==> src/rtl/secuenciador_control.sv <==
// Multi-cycle FETCH/DECODE/EXEC sequencer for the microcontroller datapath.
// Optional call/ret return-stack control is enabled by defining SUBRUTINAS_EN.
module secuenciador_control #(
  parameter int ANCHO_CNT = 16,
  parameter int PILA_PROF = 4
) (
  input  logic                 reloj,
  input  logic                 reset,
  input  logic [5:0]           opcode,
  input  logic                 mem_ready,
  input  logic                 zero,
  output logic                 fetch_req,
  output logic                 pc_we,
  output logic                 s_inc,
  output logic                 s_inm,
  output logic                 we3,
  output logic                 wez,
  output logic [2:0]           Op,
  output logic                 halt,
  output logic [ANCHO_CNT-1:0] n_instr
`ifdef SUBRUTINAS_EN
  ,
  output logic                 push,
  output logic                 pop,
  output logic                 s_pila,
  output logic                 err_pila
`endif
);

  typedef enum logic [1:0] {
    FETCH, DECODE, EXEC, HALT
  } estado_t;

  estado_t    estado;
  logic [5:0] ir;

  logic       d_inm, d_we3, d_wez;
  logic       d_inc, d_pc, d_fin;
  logic       d_call, d_ret;
  logic [2:0] d_op;
  logic       err;
  logic       ex, dec;

  if (PILA_PROF < 2 || (PILA_PROF & (PILA_PROF - 1)) != 0) begin : g_bad_prof
    $error("PILA_PROF must be a power of 2 and at least 2");
  end

  always_comb begin
    d_inm  = 1'b0;
    d_op   = 3'b000;
    d_we3  = 1'b0;
    d_wez  = 1'b0;
    d_inc  = 1'b1;
    d_pc   = 1'b1;
    d_fin  = 1'b0;
    d_call = 1'b0;
    d_ret  = 1'b0;
    unique case (1'b1)
      ir[5:2] == 4'b0000: begin
        d_inm = 1'b1; d_op = 3'b000;
        d_we3 = 1'b1; d_wez = 1'b1;
      end
      ir[5:2] == 4'b0001: begin
        d_inm = 1'b1; d_op = 3'b010;
        d_we3 = 1'b1; d_wez = 1'b1;
      end
      ir[5:2] == 4'b0010: begin
        d_inm = 1'b1; d_op = 3'b011;
        d_wez = 1'b1;
      end
      ir[5:2] == 4'b0011: begin
        d_inm = 1'b1; d_op = 3'b110;
        d_we3 = 1'b1; d_wez = 1'b1;
      end
      ir[5:2] inside {[4'd4:4'd11]}: begin
        // register ALU group: Op = group - 4, modulo 8
        d_op  = ir[4:2] - 3'd4;
        d_we3 = 1'b1; d_wez = 1'b1;
      end
      ir == 6'b111100: d_inc = 1'b0;
      ir == 6'b111101: d_inc = ~zero;
      ir == 6'b111110: d_inc = zero;
      ir == 6'b111111: begin
        d_pc  = 1'b0;
        d_fin = 1'b1;
      end
`ifdef SUBRUTINAS_EN
      ir == 6'b110000: begin
        d_call = 1'b1;
        d_inc  = 1'b0;
      end
      ir == 6'b110001: d_ret = 1'b1;
`endif
      default: ;
    endcase
  end

`ifdef SUBRUTINAS_EN
  localparam int DW = $clog2(PILA_PROF + 1);

  logic [DW-1:0] depth;
  logic          err_q;

  assign err = (d_call & (depth == DW'(PILA_PROF)))
             | (d_ret & (depth == '0));

  assign push     = ex & d_call & ~err;
  assign pop      = ex & d_ret & ~err;
  assign s_pila   = dec & d_ret;
  assign err_pila = err_q & ~reset;
`else
  assign err = 1'b0;
`endif

  // reset gates outputs immediately so an interrupted EXEC writes nothing
  assign ex  = (estado == EXEC) & ~reset;
  assign dec = ((estado == DECODE) | (estado == EXEC)) & ~reset;

  assign fetch_req = (estado == FETCH) & ~reset;
  assign halt      = (estado == HALT) & ~reset;
  assign pc_we     = ex & d_pc & ~err;
  assign we3       = ex & d_we3;
  assign wez       = ex & d_wez;
  assign s_inc     = dec ? d_inc : 1'b1;
  assign s_inm     = dec & d_inm;
  assign Op        = dec ? d_op : 3'b000;

  always_ff @(posedge reloj) begin
    if (reset) begin
      estado  <= FETCH;
      ir      <= 6'b000000;
      n_instr <= '0;
`ifdef SUBRUTINAS_EN
      depth   <= '0;
      err_q   <= 1'b0;
`endif
    end else begin
      unique case (estado)
        FETCH: begin
          if (mem_ready) begin
            ir     <= opcode;
            estado <= DECODE;
          end
        end
        DECODE: estado <= EXEC;
        EXEC: begin
          n_instr <= n_instr + ANCHO_CNT'(1);
          estado  <= (d_fin | err) ? HALT : FETCH;
`ifdef SUBRUTINAS_EN
          if (err)         err_q <= 1'b1;
          else if (d_call) depth <= depth + DW'(1);
          else if (d_ret)  depth <= depth - DW'(1);
`endif
        end
        HALT: estado <= HALT;
        default: estado <= FETCH;
      endcase
    end
  end

endmodule

==> config.mk <==
export PLATFORM = sky130hd
export DESIGN_NAME = secuenciador_control
export DESIGN_NICKNAME = d
export VERILOG_FILES = /design/src/rtl/secuenciador_control.sv
export SDC_FILE = /design/constraint.sdc
export NUM_CORES = 1
export LEC_CHECK = 0
export CAP_MARGIN = 20
export CORE_MARGIN = 5
export CORE_UTILIZATION = 47
export DETAILED_ROUTE_END_ITERATION = 10
export DONT_BUFFER_PORTS = 1
export SLEW_MARGIN = 5
export SYNTH_ARGS = -nofsm -noshare
export SYNTH_HDL_FRONTEND = slang
export SYNTH_SLANG_ARGS = --single-unit
==> constraint.sdc <==
create_clock -name reloj -period 1.8 [get_ports reloj]
set_clock_uncertainty 0.2 [all_clocks]
set_input_delay 0.18 -clock reloj [delete_from_list [all_inputs] [get_ports reloj]]
set_output_delay 0.18 -clock reloj [all_outputs]
set_load 0.02 [all_outputs]
==> results_dict.tcl, run 1 <==
set metrics [dict create \
    port_buffers 0 \
    p_per_area_nw_per_um2 798 \
    routabilityCongestion 0.834 \
    die_area_um2 3960 \
    met2WireLength_mm 2.19 \
    fillers 185 \
    critPathLaunch "ir[4]$_SDFFE_PP0P_" \
    vias_per_cell 5.88 \
    layout-drive-gt1-share 0.411 \
    fin_area_um2 2020 \
    cts_buffer_depth 2 \
    seqCellArea_um2 489 \
    dr_total_vias 1340 \
    cp.required_ns 1.42 \
    power_switching_uw 527 \
    h-tree-depth 1 \
    routedWlPerCell_um 18.1 \
    synth_top_cell_area_share 0.365 \
    rsz0062_at_grt "yes" \
    final.min_clock_period_ns 1.93 \
    relSlewSlack 0.272 \
    violations "setup timing" \
    switching_share 0.328 \
    die_w_um 62.9 \
    setup_slack_ns -0.130 \
    routed.top_layer "met4" \
    cp-start-kind "flop" \
    internal-power_mw 1.08 \
    crit_end "we3" \
    max_freq_mhz 518 \
    grt.total_usage 0.195 \
    yosys_warnings 0 \
    leakagePower_nw 0.784 \
    yosysTopAreaCell "dfxtp_1" \
    p_comb_frac 0.368 \
    cts_tree "yes" \
    finalHoldViolations 0 \
    tightest_slew_ns 1.09 \
    worstSetupEndpointType "primary output" \
    cp_slowest_cell "dfxtp_2" \
    holdCritPathClass "in2out" \
    cp.arrival_ns 1.55 \
    overflow 0 \
    drv_cap 0 \
    status "finished with violations" \
    numCtsBuffers 3 \
    clkPwrFrac 0.255 \
    routed_wirelength_mm 4.13 \
    multiInputGateArea_um2 992 \
    ys_seq_elements 24 \
    path_class "reg2out" \
    placed_area_um2 1490 \
    cts_sinks 24 \
    r2r_slack_ns 0.04 \
    nets 216 \
    grt_max_degree 29 \
    netlist_area_um2 1320 \
    cts_root_buf "clkbuf_4" \
    netlist_instances 156 \
    grt_pass1_wl_mm 6.22 \
    ys_seq_area_frac 0.365 \
    grt_pass1_vias 1259 \
    ios 36 \
    clkSlewWorstSetupHoldPaths_ns 0.15 \
    whs_ns 0.214 \
    n_antenna_cell 0 \
    wl_met3_um 311 \
    core_um2 2710 \
    antenna_found_initial 0 \
    start_util 0.486 \
    syn_area_per_cell_um2 8.45 \
    synthToLayoutAreaGrowth_pct 53.1 \
    r2r_start "estado[1]$_SDFFE_PP0P_" \
    die_y_um 62.9 \
    synthTopCellsByArea "dfxtp_1, ha_1, a21oi_1" \
    drc 0 \
    max_stage_delay_ns 0.39 \
    worstReg2RegEnd "n_instr[9]$_SDFFE_PP0N_" \
    reg2reg_depth 6 \
    synth_cell_types 35 \
    dpl.hpwl_mm 2.23 \
    power_frac_seq 0.377 \
    insertion_delay_ns 0.34 \
    ant_nets 0 \
    critPathMaxFanout 5 \
    setup-violations-final 7 \
    slew_violations 0 \
    drt_iter0_drc 74 \
    dr.pass1.iters 4 \
    syn_nets 174 \
    path_cells "inv_4 > ha_4 > nor2_4 > nor3_4 > buf_6" \
    wirelength_met1_mm 1.55 \
    num_rows 19 \
    ir_drop_mv 0.668 \
    fin_crit_sh 1.07 \
]
-- worst max-delay path: cells and delay by family, from the launching register on --
kind | cells | cell delay (ns)
simple gates | 2 | 0.29
buf+inv | 2 | 0.21
flops | 1 | 0.39
fa+ha+maj | 1 | 0.32
-- power by group through the flow --
stage / Clock, mW / Combinational (mW) / Sequential [mW]
2_1_floorplan: 0 / 0.201 / 0.607
3_3_place_gp: 0 / 0.277 / 0.601
3_5_place_dp: 0 / 0.287 / 0.602
4_1_cts: 0.407 / 0.474 / 0.600
5_1_grt: 0.446 / 0.625 / 0.610
6_report: 0.410 / 0.592 / 0.606
-- per-stage QoR --
step	TNS [ns]	util	cells	setup WS [ns]	power [mW]
floorplan	0	-	156	0.00920	0.808
global placement	0	0.551	202	0.0694	0.878
detailed placement	0	0.551	202	0.0126	0.889
CTS	-0.204	0.688	225	-0.0632	1.48
global route	-0.964	0.744	228	-0.192	1.68
finish	-0.545	0.744	228	-0.130	1.61
-- how the worst min path moves through the flow --
stage / start / to / cells past startpoint
after detailed placement: reset / n_instr[8]$_SDFFE_PP0N_ / 1
after global routing: reset / halt / 1
after CTS: reset / halt / 1
after global placement: reset / n_instr[0]$_SDFFE_PP0N_ / 1
after floorplan: opcode[4] / ir[4]$_SDFFE_PP0P_ / 2
final: reset / halt / 1
-- per-layer routing --
layer	vias up	track usage
met4	0	0.0716
met3	8	0.0468
met2	59	0.345
li1	637	-
met1	636	0.224
met5	-	0
-- what timing repair did --
action                                  CTS  global route
resized for setup                        34            30
endpoints found under the setup margin   10            22
endpoints found under the hold margin    24             3
setup buffers                             6             4
pin swaps                                 9            11
hold buffers                             14             1
-- area by class of cell --
class	count	share of cell area
Multi-Input combinational cell	117	0.492
Sequential cell	24	0.243
Timing Repair Buffer	45	0.203
Inverter	7	0.0167
Clock buffer	3	0.0112
Clock inverter	1	0.0149
Tap cell	31	0.0192
-- synth_stat cells, drive strengths merged --
master,n
a311oi,2
inv,7
a22oi,1
or3,3
o21ai,4
mux2,4
and3,1
a21oi,16
o31ai,4
dfxtp,24
nor3,1
a31oi,1
nor4,4
maj3,1
nand3b,2
nor2b,6
xor2,3
clkbuf,3
nand2b,3
buf,5
xnor2,1
nand4,6
nand2,13
mux2i,2
nor3b,1
nor2,16
or4,4
nand3,10
ha,8
-- placed cells by master, fill, tap and decap left out, types with 2 or more instances in the layout --
cell type       Yosys  routed
xor2_1              3       3
nor2b_1             6       5
buf_4               1      25
ha_4                0       4
buf_6               1       6
nor2_1             16      12
ha_1                8       2
dlymetal6s4s_1      0       2
nor4_2              3       2
a311oi_1            2       2
o31ai_1             4       4
o21ai_0             4       3
dfxtp_1            24      19
nor2_4              0       3
mux2_1              4       3
or3_1               3       3
mux2i_1             2       2
nand2_1            13      13
nand2b_4            0       2
dlygate4sd3_1       0      11
nand3_1             9       9
ha_2                0       2
nand4_1             4       4
nand3b_1            2       2
a21oi_1            16       9
dfxtp_2             0       4
inv_4               0       3
nor4_4              0       2
inv_1               7       3
a21oi_2             0       7
clkbuf_4            0       3
or4_1               4       3
-- cells by family after synthesis --
kind of cell / Yosys count / synth area share
buffers and inverters: 15 / 0.0522
AND/OR/NAND/NOR: 70 / 0.301
AO/OA/AOI/OAI: 28 / 0.123
adder cells (fa/ha/maj): 9 / 0.0836
multiplexers: 6 / 0.0494
XOR/XNOR: 4 / 0.0266
flip-flops: 24 / 0.365
-- state kept, by name, indices dropped and copies added (netlist names) --
name     cells
ir           6
n_instr     16
estado       2
Note: power is estimated with default switching activity, not from simulation.
==> inputs of run 2 (changes only) <==
CORE_UTILIZATION = 55   (was 47)
PLACE_DENSITY = 0.73   (was default)
==> run 2 against run 1 <==
Net effect:
- setup slack lost 0.035 ns
- flip-flop and latch count is the same
- the run still ends with setup timing left
- critical path type unchanged
- count of clock-buffer cells in the layout grew 1
- critical path depth is the same
- first-iteration DRC count grew 12%
- routed wire length shrank 3.9%
- largest cell class unchanged
- clock power shrank 30%
- power shrank 14%
- largest power group unchanged
- core utilization grew 8.0 points
==> results_dict.tcl, run 2 (synthesis gave the netlist of run 1 again) <==
set metrics [dict create \
    n_antenna_cell 0 \
    die_w_um 58.9 \
    dr.pass1.iters 4 \
    routed_wirelength_mm 3.97 \
    num_rows 17 \
    hp-start "reset" \
    relSlewSlack 0.345 \
    placed_area_um2 1500 \
    multiInputGateArea_um2 912 \
    core_um2 2250 \
    drt_iter0_drc 83 \
    grt_pass1_vias 1255 \
    r2r_slack_ns 0.04 \
    grt_max_degree 29 \
    die_area_um2 3470 \
    final_cells 221 \
    critPathLaunch "ir[5]$_SDFFE_PP0P_" \
    layout_commonest_cell "buf_4" \
    overflow 0 \
    rsz0062_at_grt "yes" \
    start_util 0.584 \
    fin_util 0.825 \
    r2r_start "estado[0]$_SDFFE_PP0P_" \
    dr_total_vias 1343 \
    top_regs "n_instr: 16 flops, ir: 6 flops, estado: 2 flops" \
    holdPathEnd "halt" \
    dp_cells 200 \
    seqCellArea_um2 489 \
    die_y_um 58.9 \
    cts_root_buf "clkbuf_4" \
    fin_crit_sh 1.09 \
    synthToLayoutAreaGrowth_pct 41.1 \
    port_buffers 0 \
    h-tree-depth 1 \
    nets 212 \
    status "finished with violations" \
    worstSetupEndpointType "primary output" \
    holdCritPathClass "in2out" \
    fin_area_um2 1860 \
    insertion_delay_ns 0.31 \
    pre_cts_ws_ns 0.0242 \
    largest_register_ffs 16 \
    leakagePower_nw 0.739 \
    slew_violations 0 \
    regMostFlops "n_instr" \
    finalHoldViolations 0 \
    drv_cap 0 \
    drc 0 \
    cp-start-kind "flop" \
    cp.required_ns 1.42 \
    hold_depth 1 \
    clkSlewWorstSetupHoldPaths_ns 0.13 \
    setup-violations-final 8 \
    cp.arrival_ns 1.59 \
    cts_tree "yes" \
    ios 36 \
    fillers 131 \
    cts_sinks 24 \
    whs_ns 0.195 \
    final_cell_mix "buf_4, dfxtp_1, a21oi_1, nor2_1, nand2_1" \
    p_total_mw 1.39 \
    final.min_clock_period_ns 1.97 \
    tightest_slew_ns 0.982 \
    routedWlPerCell_um 18.0 \
    grt_pass1_wl_mm 5.84 \
    max_freq_mhz 509 \
    vias_per_cell 6.08 \
    grt.total_usage 0.212 \
    critPathMaxFanout 5 \
    layout-drive-gt1-share 0.342 \
    dpl.hpwl_mm 2.19 \
    cts_buffer_depth 2 \
    p_per_area_nw_per_um2 745 \
    violations "setup timing" \
    setup_slack_ns -0.165 \
    tns_ns -0.756 \
    routabilityCongestion 0.774 \
    numCtsBuffers 3 \
    ir_drop_mv 0.545 \
    path_class "reg2out" \
    ant_nets 0 \
    antenna_found_initial 0 \
    reg2reg_depth 6 \
    worstReg2RegEnd "ir[4]$_SDFFE_PP0P_" \
]
[run 2: cell count changes in the layout (fill, tap and decap cells not counted), moves of 2 or more]
cell           delta
inv_4             -2
a21oi_1           +6
nor2_4            -2
a21oi_2           -6
dlygate4sd3_1     -2
nor2_1            +3
[run 2: worst max path at each step]
stage                               endpoint  slack [ns]
floorplan           n_instr[14]$_SDFFE_PP0N_       0.009
global placement    n_instr[15]$_SDFFE_PP0N_         0.1
detailed placement                     Op[2]        0.02
CTS                                    Op[2]       -0.14
global route                             we3       -0.25
finish                                   we3       -0.17
[run 2: layer usage]
| layer | wire [µm] | share of wire | track usage | vias up |
|---|---|---|---|---|
| met3 | 285 | 0.072 | 0.0351 | 8 |
| met1 | 1540 | 0.39 | 0.273 | 638 |
| li1 | - | - | - | 633 |
| met2 | 2100 | 0.53 | 0.364 | 64 |
| met4 | 49 | 0.012 | 0.0550 | 0 |
| met5 | 0 | 0 | 0 | - |
[run 2: final cells by class]
cell class	instances	share of cell area
multi-input combinational	117	0.491
sequential	24	0.263
timing repair buffer	41	0.192
clock buffer	4	0.0195
tap	28	0.0188
inverter	7	0.0155
[run 2: what timing repair did]
item	in CTS	in global routing
resized for setup	23	17
endpoints found under the hold margin	24	1
pin swaps	5	3
setup buffers	3	4
endpoints found under the setup margin	9	17
hold buffers	10	1
[run 2: report_power, final]
group	switching (mW)	leakage [nW]	internal, mW	total [mW]
Combinational	0.260	0.521	0.237	0.496
Clock	0.161	0.0210	0.124	0.285
Sequential	0.0387	0.197	0.565	0.604
Total	0.460	0.739	0.926	1.39
[run 2: critical path, cell delays in order (launching register included)]
cell and delay, ns:
dfxtp_4 0.40, inv_1 0.05, ha_2 0.38, nor2_1 0.08, nor3_2 0.19, buf_4 0.17
